## config.mk

```make
export PLATFORM = sky130hd
export DESIGN_NAME = timer_arb_flat
export DESIGN_NICKNAME = d
export VERILOG_FILES = /design/src/rtl/timer_arb_pkg.sv /design/src/rtl/timer_arb_if.sv /design/src/rtl/timer_arb_tick_gen.sv /design/src/rtl/timer_arb.sv /design/src/flat_wrapper.sv
export SDC_FILE = /design/constraint.sdc
export NUM_CORES = 1
export LEC_CHECK = 0
export BUFFER_PORTS_ARGS = -buffer_cell sky130_fd_sc_hd__buf_2
export CORE_ASPECT_RATIO = 1.2
export CORE_UTILIZATION = 35
export CTS_CLUSTER_SIZE = 30
export DETAILED_ROUTE_END_ITERATION = 8
export SYNTH_ARGS = -nofsm -noshare
export SYNTH_HDL_FRONTEND = slang
export SYNTH_HIERARCHICAL = 1
export SYNTH_SLANG_ARGS = --single-unit
```

## constraint.sdc

```tcl
create_clock -name clk -period 2.7 [get_ports clk]
set_clock_uncertainty 0.1 [all_clocks]
set_input_delay 0.81 -clock clk [delete_from_list [all_inputs] [get_ports clk]]
set_output_delay 0.81 -clock clk [all_outputs]
set_load 0.01 [all_outputs]
```

## src/rtl/timer_arb_pkg.sv

```systemverilog
`default_nettype none
// ============================================================================
//  Module      : timer_pkg
//  Description : Shared state encoding and width helpers for the timer arbiter.
//  Revision    : 1.0
// ============================================================================
package timer_pkg;

    localparam logic [1:0] c_ST_IDLE = 2'd0;
    localparam logic [1:0] c_ST_LOAD = 2'd1;
    localparam logic [1:0] c_ST_RUN  = 2'd2;
    localparam logic [1:0] c_ST_DONE = 2'd3;

    // IDX_W = $clog2(NREQ), floored at 1 so a degenerate count still has a bit
    function automatic int calc_idx_w(input int n);
        return (n <= 1) ? 1 : $clog2(n);
    endfunction

    // PC_W = max(1, $clog2(PRESC)); PRESC=1 keeps a 1-bit counter stuck at 0
    function automatic int calc_pc_w(input int p);
        return (p <= 1) ? 1 : $clog2(p);
    endfunction

    function automatic int wrap_add(input int a, input int b, input int n);
        int s;
        s = a + b;
        if (s >= n) begin
            s = s - n;
        end
        return s;
    endfunction

endpackage
`default_nettype wire

```

## src/rtl/timer_arb_if.sv

```systemverilog
`default_nettype none
// ============================================================================
//  Module      : timer_arb_if
//  Description : Request/grant/completion bundle between requesters and timer.
//  Revision    : 1.0
// ============================================================================
interface timer_arb_if #(
    parameter int NREQ  = 4,
    parameter int DLY_W = 8
);
    logic                    en;
    logic [NREQ-1:0]         req;
    logic [NREQ*DLY_W-1:0]   dly;
    logic [NREQ-1:0]         gnt;
    logic [NREQ-1:0]         done;
    logic                    busy;
    logic                    tick;

    modport master (
        output en, req, dly,
        input  gnt, done, busy, tick
    );

    modport slave (
        input  en, req, dly,
        output gnt, done, busy, tick
    );
endinterface
`default_nettype wire

```

## src/rtl/timer_arb_tick_gen.sv

```systemverilog
`default_nettype none
// ============================================================================
//  Module      : tick_gen
//  Description : Enable-gated prescaler producing a one-cycle tick every PRESC
//                enabled cycles; count is held while en is low.
//  Revision    : 1.0
// ============================================================================
module tick_gen
    import timer_pkg::*;
#(
    parameter int PRESC = 5
) (
    input  wire logic clk,
    input  wire logic rst,
    input  wire logic en,
    input  wire logic clr,
    output logic      tick
);
    localparam int                c_PC_W = calc_pc_w(PRESC);
    localparam logic [c_PC_W-1:0] c_LAST = c_PC_W'(PRESC - 1);

    logic [c_PC_W-1:0] r_cnt;

    always_ff @(posedge clk or posedge rst) begin
        if (rst) begin
            r_cnt <= '0;
        end else if (clr) begin
            r_cnt <= '0;
        end else if (en) begin
            if (r_cnt == c_LAST) begin
                r_cnt <= '0;
            end else begin
                r_cnt <= r_cnt + c_PC_W'(1);
            end
        end
    end

    assign tick = en & (r_cnt == c_LAST);

endmodule
`default_nettype wire

```

## src/rtl/timer_arb.sv

```systemverilog
`default_nettype none
// ============================================================================
//  Module      : timer_arb
//  Description : Round-robin shared countdown timer; grants one requester at a
//                time, counts its delay in prescaled ticks, then pulses done.
//  Revision    : 1.0
// ============================================================================
module timer_arb
    import timer_pkg::*;
#(
    parameter int NREQ  = 4,
    parameter int DLY_W = 8,
    parameter int PRESC = 5
) (
    input  wire logic   clk,
    input  wire logic   rst,
    timer_arb_if.slave  bus
);
    localparam int c_IDX_W = calc_idx_w(NREQ);

    logic [1:0]           r_state;
    logic [1:0]           w_next_state;
    logic [c_IDX_W-1:0]   r_idx;
    logic [c_IDX_W-1:0]   r_ptr;
    logic [c_IDX_W-1:0]   w_next_idx;
    logic [c_IDX_W-1:0]   w_sel_idx;
    logic [c_IDX_W-1:0]   w_cand;
    logic                 w_found;
    logic [DLY_W-1:0]     r_rem;
    logic [DLY_W-1:0]     w_dly_arr [NREQ];
    logic [NREQ-1:0]      w_next_oh;
    logic [NREQ-1:0]      r_gnt;
    logic [NREQ-1:0]      r_done;
    logic                 r_busy;
    logic                 w_tick;
    logic                 w_run_en;
    logic                 w_clr;

    generate
        for (genvar gi = 0; gi < NREQ; gi++) begin : g_dly_unpack
            assign w_dly_arr[gi] = bus.dly[gi*DLY_W +: DLY_W];
        end
    endgenerate

    // First set request at or after ptr, wrapping explicitly for non-power-of-2 NREQ
    always_comb begin
        w_found   = 1'b0;
        w_sel_idx = '0;
        w_cand    = '0;
        for (int k = 0; k < NREQ; k++) begin
            w_cand = c_IDX_W'(wrap_add(int'(r_ptr), k, NREQ));
            if (!w_found && bus.req[w_cand]) begin
                w_found   = 1'b1;
                w_sel_idx = w_cand;
            end
        end
    end

    always_comb begin
        w_next_state = r_state;
        w_next_idx   = r_idx;
        w_clr        = 1'b0;
        case (r_state)
            c_ST_IDLE: begin
                if (w_found) begin
                    w_next_state = c_ST_LOAD;
                    w_next_idx   = w_sel_idx;
                end
            end
            c_ST_LOAD: begin
                w_clr        = 1'b1;
                // Zero delay skips RUN so remaining can never underflow
                w_next_state = (w_dly_arr[r_idx] == '0) ? c_ST_DONE : c_ST_RUN;
            end
            c_ST_RUN: begin
                if (w_tick && (r_rem == DLY_W'(1))) begin
                    w_next_state = c_ST_DONE;
                end
            end
            c_ST_DONE: begin
                w_next_state = c_ST_IDLE;
            end
            default: begin
                w_next_state = c_ST_IDLE;
            end
        endcase
    end

    assign w_run_en  = bus.en & (r_state == c_ST_RUN);
    assign w_next_oh = {{(NREQ-1){1'b0}}, 1'b1} << w_next_idx;

    tick_gen #(
        .PRESC (PRESC)
    ) u_tick_gen (
        .clk   (clk),
        .rst   (rst),
        .en    (w_run_en),
        .clr   (w_clr),
        .tick  (w_tick)
    );

    // Outputs are registered from the next state so they line up with it
    always_ff @(posedge clk or posedge rst) begin
        if (rst) begin
            r_state <= c_ST_IDLE;
            r_idx   <= '0;
            r_ptr   <= '0;
            r_rem   <= '0;
            r_gnt   <= '0;
            r_done  <= '0;
            r_busy  <= 1'b0;
        end else begin
            r_state <= w_next_state;
            r_idx   <= w_next_idx;
            r_busy  <= (w_next_state != c_ST_IDLE);
            r_gnt   <= ((w_next_state == c_ST_LOAD) || (w_next_state == c_ST_RUN)) ? w_next_oh : '0;
            r_done  <= (w_next_state == c_ST_DONE) ? w_next_oh : '0;

            if (r_state == c_ST_LOAD) begin
                r_rem <= w_dly_arr[r_idx];
            end else if ((r_state == c_ST_RUN) && w_tick) begin
                r_rem <= r_rem - DLY_W'(1);
            end

            if (r_state == c_ST_DONE) begin
                r_ptr <= (r_idx == c_IDX_W'(NREQ - 1)) ? '0 : (r_idx + c_IDX_W'(1));
            end
        end
    end

    assign bus.gnt  = r_gnt;
    assign bus.done = r_done;
    assign bus.busy = r_busy;
    assign bus.tick = w_tick;

endmodule
`default_nettype wire

```

## src/flat_wrapper.sv

```systemverilog
// flat-port wrapper written by rule: the top's interface ports become plain ports
module timer_arb_flat import timer_pkg::*;
#(
    parameter int NREQ  = 4,
    parameter int DLY_W = 8,
    parameter int PRESC = 5
)
  (clk, rst, bus_en, bus_req, bus_dly, bus_gnt, bus_done, bus_busy, bus_tick);
  timer_arb_if #(.NREQ(NREQ), .DLY_W(DLY_W)) bus_i ();
  input  wire logic clk;
  input  wire logic rst;
  input wire logic [$bits(bus_i.en)-1:0] bus_en;
  input wire logic [$bits(bus_i.req)-1:0] bus_req;
  input wire logic [$bits(bus_i.dly)-1:0] bus_dly;
  output wire logic [$bits(bus_i.gnt)-1:0] bus_gnt;
  output wire logic [$bits(bus_i.done)-1:0] bus_done;
  output wire logic [$bits(bus_i.busy)-1:0] bus_busy;
  output wire logic [$bits(bus_i.tick)-1:0] bus_tick;
  assign bus_i.en = bus_en;
  assign bus_i.req = bus_req;
  assign bus_i.dly = bus_dly;
  assign bus_gnt = bus_i.gnt;
  assign bus_done = bus_i.done;
  assign bus_busy = bus_i.busy;
  assign bus_tick = bus_i.tick;
  timer_arb #(.NREQ(NREQ), .DLY_W(DLY_W), .PRESC(PRESC)) u_core (.clk(clk), .rst(rst), .bus(bus_i));
endmodule
```

* Word level (Yosys, flattened, before mapping) *
Cells that the tools add are included.

word-level totals
  bits in registers = 26
  logic and storage cells = 92
  output and inout bits = 10
  input port bits = 39

cells by class
  equality and inequality tests = 9
  reduce and logical (&&, ||, !) cells = 14
  bitwise gates (word level) = 3
  multiplexer cells = 38
  order comparisons = 9
  shift operators = 1
  add/sub/neg operators = 10

operators by type and width
  cell                                                                number
  two-way mux 8 bit                                                   4
  two-way mux 2 bit                                                   13
  binary-select mux 8 bit (select 2 bit)                              1
  greater-or-equal comparator 3 bit (second input constant)           4
  less-than comparator 2 x 3 -> 1 bit (second input constant)         4
  == test 2 bit (second input constant)                               5
  two-way mux 1 bit                                                   10
  two-way mux 3 bit                                                   3
  binary-select mux 1 bit (select 2 bit)                              4
  == test 8 x 1 -> 1 bit (second input constant)                      1
  zero test 8 bit                                                     1
  two-way mux 4 bit                                                   2
  one-hot mux 2 bit (4 select lines)                                  1
  subtractor 2 x 1 -> 2 bit (second input constant)                   4
  subtractor 8 x 1 -> 8 bit (second input constant)                   1
  adder 2 x 2 -> 3 bit (second input constant)                        2
  nonzero test 2 bit                                                  3
  logical AND 1 bit                                                   5
  == test 2 x 1 -> 1 bit (second input constant)                      2
  left shift 1 x 2 -> 4 bit (first input constant)                    1
  adder 2 x 1 -> 3 bit (second input constant)                        1
  adder 3 x 1 -> 3 bit (second input constant)                        1
  == test 3 bit (second input constant)                               1
  greater-or-equal comparator 2 x 3 -> 1 bit (second input constant)  1
  6 further kinds                                                     9

* Longest topological paths before layout *
  word-level depth = 19
  gate-level depth with buffers = 12
  depth with buffers taken out = 12

* Modules after synthesis *
Netlist, hierarchy kept.

by module, submodules not included
  module     instances  seq. area each (um2)  cells each  area each (um2)
  timer_arb  1          575.6                 136         1,466.4
  tick_gen   1          75.1                  18          177.7

* Worst setup path after synthesis *
No wires, ideal clock.

  kind = input -> register
  from = input bus_en
  to = register u_core.r_gnt[2], in the netlist u_core/bus.gnt[2]
  path buffers = 0
  setup time = 0.072 ns
  arrival time = 2.641 ns
  data required time = 2.528 ns
  slack = -0.113 ns
  stages on the path = 10
  path through = and2_1 and3_2 nand2_1 o41ai_1 a31oi_1 a31o_1 ha_1 inv_1 or2_2 nor2_1

between the ends
  cells in the longest elaborated chain, start to end = 8
  elaborated cells between the ends (all ways) = 9
  classes of those cells = 2 x eq/ne; 3 x mux; 2 x bitwise; 2 x reduce/logical

ends and longest elaborated chain
  element                                                         line                      source
  start, declared                                                 flat_wrapper.sv:12        input wire logic [$bits(bus_i.en)-1:0] bus_en;
  AND 1 bit (*)                                                   timer_arb.sv:89           assign w_run_en = bus.en & (r_state == c_ST_RUN);
  AND 1 bit (*)                                                   timer_arb_tick_gen.sv:38  assign tick = en & (r_cnt == c_LAST);
  via bus_tick                                                    flat_wrapper.sv:18        output wire logic [$bits(bus_i.tick)-1:0] bus_tick;
  logical AND 1 bit (*)                                           timer_arb.sv:76           if (w_tick && (r_rem == DLY_W'(1))) begin
  two-way mux 2 bit (*)                                           timer_arb.sv:76
  one-hot mux 2 bit (4 select lines) (*)                          timer_arb.sv:63           case (r_state)
  == test 2 x 1 -> 1 bit / == test 2 bit (equally long branches)  timer_arb.sv:116          r_gnt <= ((w_next_state == c_ST_LOAD) || (w_next_state == c_ST_RUN)) ? w_next_oh : '0;
  logical OR 1 bit (*)                                            timer_arb.sv:116
  two-way mux 4 bit (*)                                           timer_arb.sv:116
  end signal, assigned                                            timer_arb.sv:116
  end, declared                                                   timer_arb.sv:32           logic [NREQ-1:0] r_gnt;

Mark *: on every way through the listed nets, which the timed path passes. The rest lies on a longest branch.
A chain may end at the register's enable or synchronous reset.

* Worst setup path in the final report *
  from = input bus_dly[28]
  to = register u_core.r_done[2], in the netlist u_core/bus.done[2]

between the ends
  cells in the longest elaborated chain, start to end = 8

ends and longest elaborated chain
  element                                                line                source
  start, declared                                        flat_wrapper.sv:14  input wire logic [$bits(bus_i.dly)-1:0] bus_dly;
  binary-select mux 8 bit (select 2 bit)                 timer_arb.sv:73     w_next_state = (w_dly_arr[r_idx] == '0) ? c_ST_DONE : c_ST_RUN;
  two-way mux 8 bit (implied by the code) (2 in series)  timer_arb.sv:73
  zero test 8 bit                                        timer_arb.sv:73
  two-way mux 1 bit                                      timer_arb.sv:73
  one-hot mux 2 bit (4 select lines)                     timer_arb.sv:63
  via u_core.w_next_state[0]                             timer_arb.sv:22     logic [1:0] w_next_state;
  == test 2 bit                                          timer_arb.sv:117    r_done <= (w_next_state == c_ST_DONE) ? w_next_oh : '0;
  two-way mux 4 bit                                      timer_arb.sv:117
  end signal, assigned                                   timer_arb.sv:117
  end, declared                                          timer_arb.sv:33     logic [NREQ-1:0] r_done;

The timed path passes the listed nets, and every way through them passes these cells. The select of a mux whose other input is x is not followed.

==> reports/summary.json <==
{
  "flow_run": {
    "max_cap_viol_count": 0
  },
  "synth": {
    "synth_fp_nets": 205,
    "async_set_or_reset_register_ratio_after_synthesis_pct": 100,
    "synth_adder_area_share_pct": 9.13,
    "synth_simple_gate_area_share_pct": 16.8,
    "post_synthesis_register_bit_count": 26,
    "synth_warnings": 6,
    "synth_enable_flop_cells": 0,
    "post-synth-top-area-cell": "sky130_fd_sc_hd__dfrtp_1",
    "synth_top_family_by_area": "simple AND/OR/NAND/NOR gates",
    "mappedNetlistArea_um2": 1640,
    "share_of_the_synthesized_area_in_compound_gates_ao_oa_aoi_oai_pct": 10.9,
    "synth_seq_area_share_pct": 39.6,
    "ys_dominant_reg_cell": "sky130_fd_sc_hd__dfrtp_1",
    "synth.lib_cells_used.distinct": 36,
    "muxShareOfSynthArea_pct": 14.7,
    "synth_top_area_share_pct": 39.6,
    "synth.avg_cell_area_um2": 10.7,
    "synth.cells.most_frequent": "26 x sky130_fd_sc_hd__dfrtp_1, 15 x sky130_fd_sc_hd__nor2_1, 14 x sky130_fd_sc_hd__inv_1",
    "post-synth-top-count-cell": "sky130_fd_sc_hd__dfrtp_1",
    "synth.top_cells.by_area": "sky130_fd_sc_hd__dfrtp_1 40%, sky130_fd_sc_hd__ha_1 9.1%, sky130_fd_sc_hd__mux4_1 8.0%, sky130_fd_sc_hd__mux4_2 4.1%, sky130_fd_sc_hd__nor2_1 3.4%",
    "synthesis.instances": 154,
    "synth_area_in_xor_xnor_pct": 3.73
  },
  "cts": {
    "cts_htree_levels": 1,
    "insertion_delay_ns": 0.27,
    "cts_sinks": 26,
    "number_of_clock_buffers_inserted_by_tritoncts": 3,
    "clkTransAtPathRegs_ns": 0.09,
    "max-clock-path-buffers": 2,
    "cts_root_buffer": "sky130_fd_sc_hd__clkbuf_8",
    "cts_tree": "done",
    "ctsHoldBuffers": 0
  },
  "sta": {
    "maxSlewHeadroom_pct": 65.0,
    "final.min_clock_period_ns": 2.64,
    "grt_setup_unrepaired": "yes",
    "final_max_slew_viols": 0,
    "setup-tns-final_ns": 0,
    "final-hold-violation-count": 0,
    "tightestPinTransition_ns": 0.520,
    "final_worst_hold_slack_ns": 0.298,
    "clock.fmax_mhz": 378,
    "timing.final.setup_violations": 0,
    "final_min_period_over_clock_period_pct": 97.9,
    "final_critical_path_setup_slack_ns": 0.0572
  },
  "power_and_ir_drop": {
    "pwr_density_cell_nw_per_um2": 1060,
    "leakagePower_nw": 1.06,
    "vdd_drop_max_mv": 0.523
  },
  "detailed_routing": {
    "router_iterations_before_antenna_repair": 4,
    "detail_route.wl_per_cell_um": 12.6,
    "via_count": 1341,
    "ant_nets": 0,
    "drtIter0Drc": 29,
    "drc_errors": 0,
    "drt-total-wl_mm": 3.45,
    "vias_per_cell": 4.88
  },
  "floorplan": {
    "fp.dieH_um": 77.1,
    "fp.dieW_um": 64.6,
    "std_cell_rows": 26,
    "floorplan.initialDensity_pct": 37.4,
    "boundaryPins": 49,
    "floorplan.core_area_um2": 4390,
    "die_area_um2": 4980
  },
  "critical_path": {
    "crit_arrival_ns": 2.75,
    "cp-start-kind": "primary input",
    "worst-path-max-fanout": 2,
    "timing.critical_path.required_ns": 2.81,
    "worst-r2r-setup-slack_ns": 0.08,
    "setup_crit_end_kind": "flip-flop",
    "path_class": "primary input to flip-flop"
  },
  "final_layout": {
    "post_layout_nonfiller_instances": 275,
    "nFillCells": 424,
    "layout-drive-gt1-share_pct": 40.6,
    "layout.area.seq_um2": 651,
    "multiInputGateArea_um2": 953,
    "num_antenna_cells": 0,
    "post-route-util_pct": 49.6,
    "syn2layout_area_growth_pct": 32.5,
    "finish.net_count": 271
  },
  "global_routing": {
    "first_global_vias": 1291,
    "initial_antenna_violation_count": 0,
    "gr-total-overflow": 0,
    "grt_pass1_wl_mm": 5.75,
    "maximum_number_of_pins_on_one_net_before_global_route_repair": 24,
    "grt_util_all_layers_pct": 14.9
  },
  "place": {
    "post-place-ws_ns": -0.248,
    "dp.cells": 270,
    "numPortBuffers": 48,
    "dp_hpwl_mm": 2.62,
    "finalWeightedCongestion": 0.753
  },
  "hold_path": {
    "min_path_type": "primary input to asynchronous set/reset pin"
  },
  "outcome": {
    "run_status": "finished clean"
  }
}
-- placed cells by master (no fill, tap or decap), drive strengths merged, types with 3 or more instances in the layout --
master   n
buf     65
dfrtp   26
nor2    15
inv     14
nand2   13
ha      12
o21ai    8
mux4     8
a21oi    7
nand2b   6
xnor2    6
nor4     6
clkbuf   3
o41ai    3
nor3     3
-- where the power goes --
group / internal (mW) / switching (mW) / leakage [nW] / total [mW]
clock: 0.198 / 0.123 / 0.0357 / 0.322
sequential: 0.560 / 0.151 / 0.329 / 0.711
combinational: 0.659 / 0.609 / 0.691 / 1.27
total: 1.42 / 0.883 / 1.06 / 2.30
-- sequential cells by signal, summed over array words and instances (netlist names) --
register and flops:
u_core/r_rem 8, u_core/r_idx 2, u_core/u_tick_gen/r_cnt 3, u_core/r_state 2
u_core/bus.busy 1, u_core/r_ptr 2, u_core/bus.done 4, u_core/bus.gnt 4
-- routing by layer --
metal / track usage, % / part of all wire [%]
met1: 18.4 / 42
met2: 25.7 / 53
met3: 1.79 / 2.8
met4: 6.67 / 1.8
met5: 0 / 0
-- repair_timing --
action | 4_1_cts | 5_1_grt
buffers inserted | 0 | 1
resized for setup | 0 | 7
endpoints found under the setup margin | 0 | 4
-- final cells by class --
type | instances | area share, %
Sequential cell | 26 | 29.9
Inverter | 14 | 2.41
Clock buffer | 3 | 1.90
Clock inverter | 1 | 1.38
Multi-Input combinational cell | 110 | 43.8
Timing Repair Buffer | 65 | 17.5
Tap cell | 56 | 3.22
-- final timing paths --
kind / to / from / depth (start not counted)
max: u_core/bus.done[2] / bus_dly[28] / 9
min: u_core/u_tick_gen/r_cnt[2] / rst / 2
max reg2reg: u_core/bus.done[2] / u_core/r_idx[0] / 9
min reg2reg: u_core/u_tick_gen/r_cnt[1] / u_core/u_tick_gen/r_cnt[1] / 2
max in group asynchronous: u_core/r_rem[7] / rst / 3
min in group clk: u_core/u_tick_gen/r_cnt[1] / u_core/u_tick_gen/r_cnt[1] / 2
-- cells by family after synthesis --
logic type               count (synthesis)
XOR/XNOR                                 7
flip-flops                              26
adder cells (fa/ha/maj)                 12
multiplexers                            12
AND/OR/NAND/NOR                         54
buffers and inverters                   18
AO/OA/AOI/OAI                           25
-- stage by stage --
step,power [mW],instance area (µm²)
final,2.30,2180
after global routing,2.50,2180
after CTS,2.21,2130
after detailed placement,1.87,2060
after global placement,1.86,2060
after floorplan,1.50,1650
-- worst max-delay path: stages --
cell                      delay (ns)
sky130_fd_sc_hd__buf_2          0.10
sky130_fd_sc_hd__mux4_2         0.51
sky130_fd_sc_hd__nor4_4         0.31
sky130_fd_sc_hd__a31oi_2        0.15
sky130_fd_sc_hd__a31oi_1        0.24
sky130_fd_sc_hd__ha_1           0.21
sky130_fd_sc_hd__inv_1          0.04
sky130_fd_sc_hd__or2_2          0.30
sky130_fd_sc_hd__nor2_1         0.09
Power figures use the tool's default switching activity.
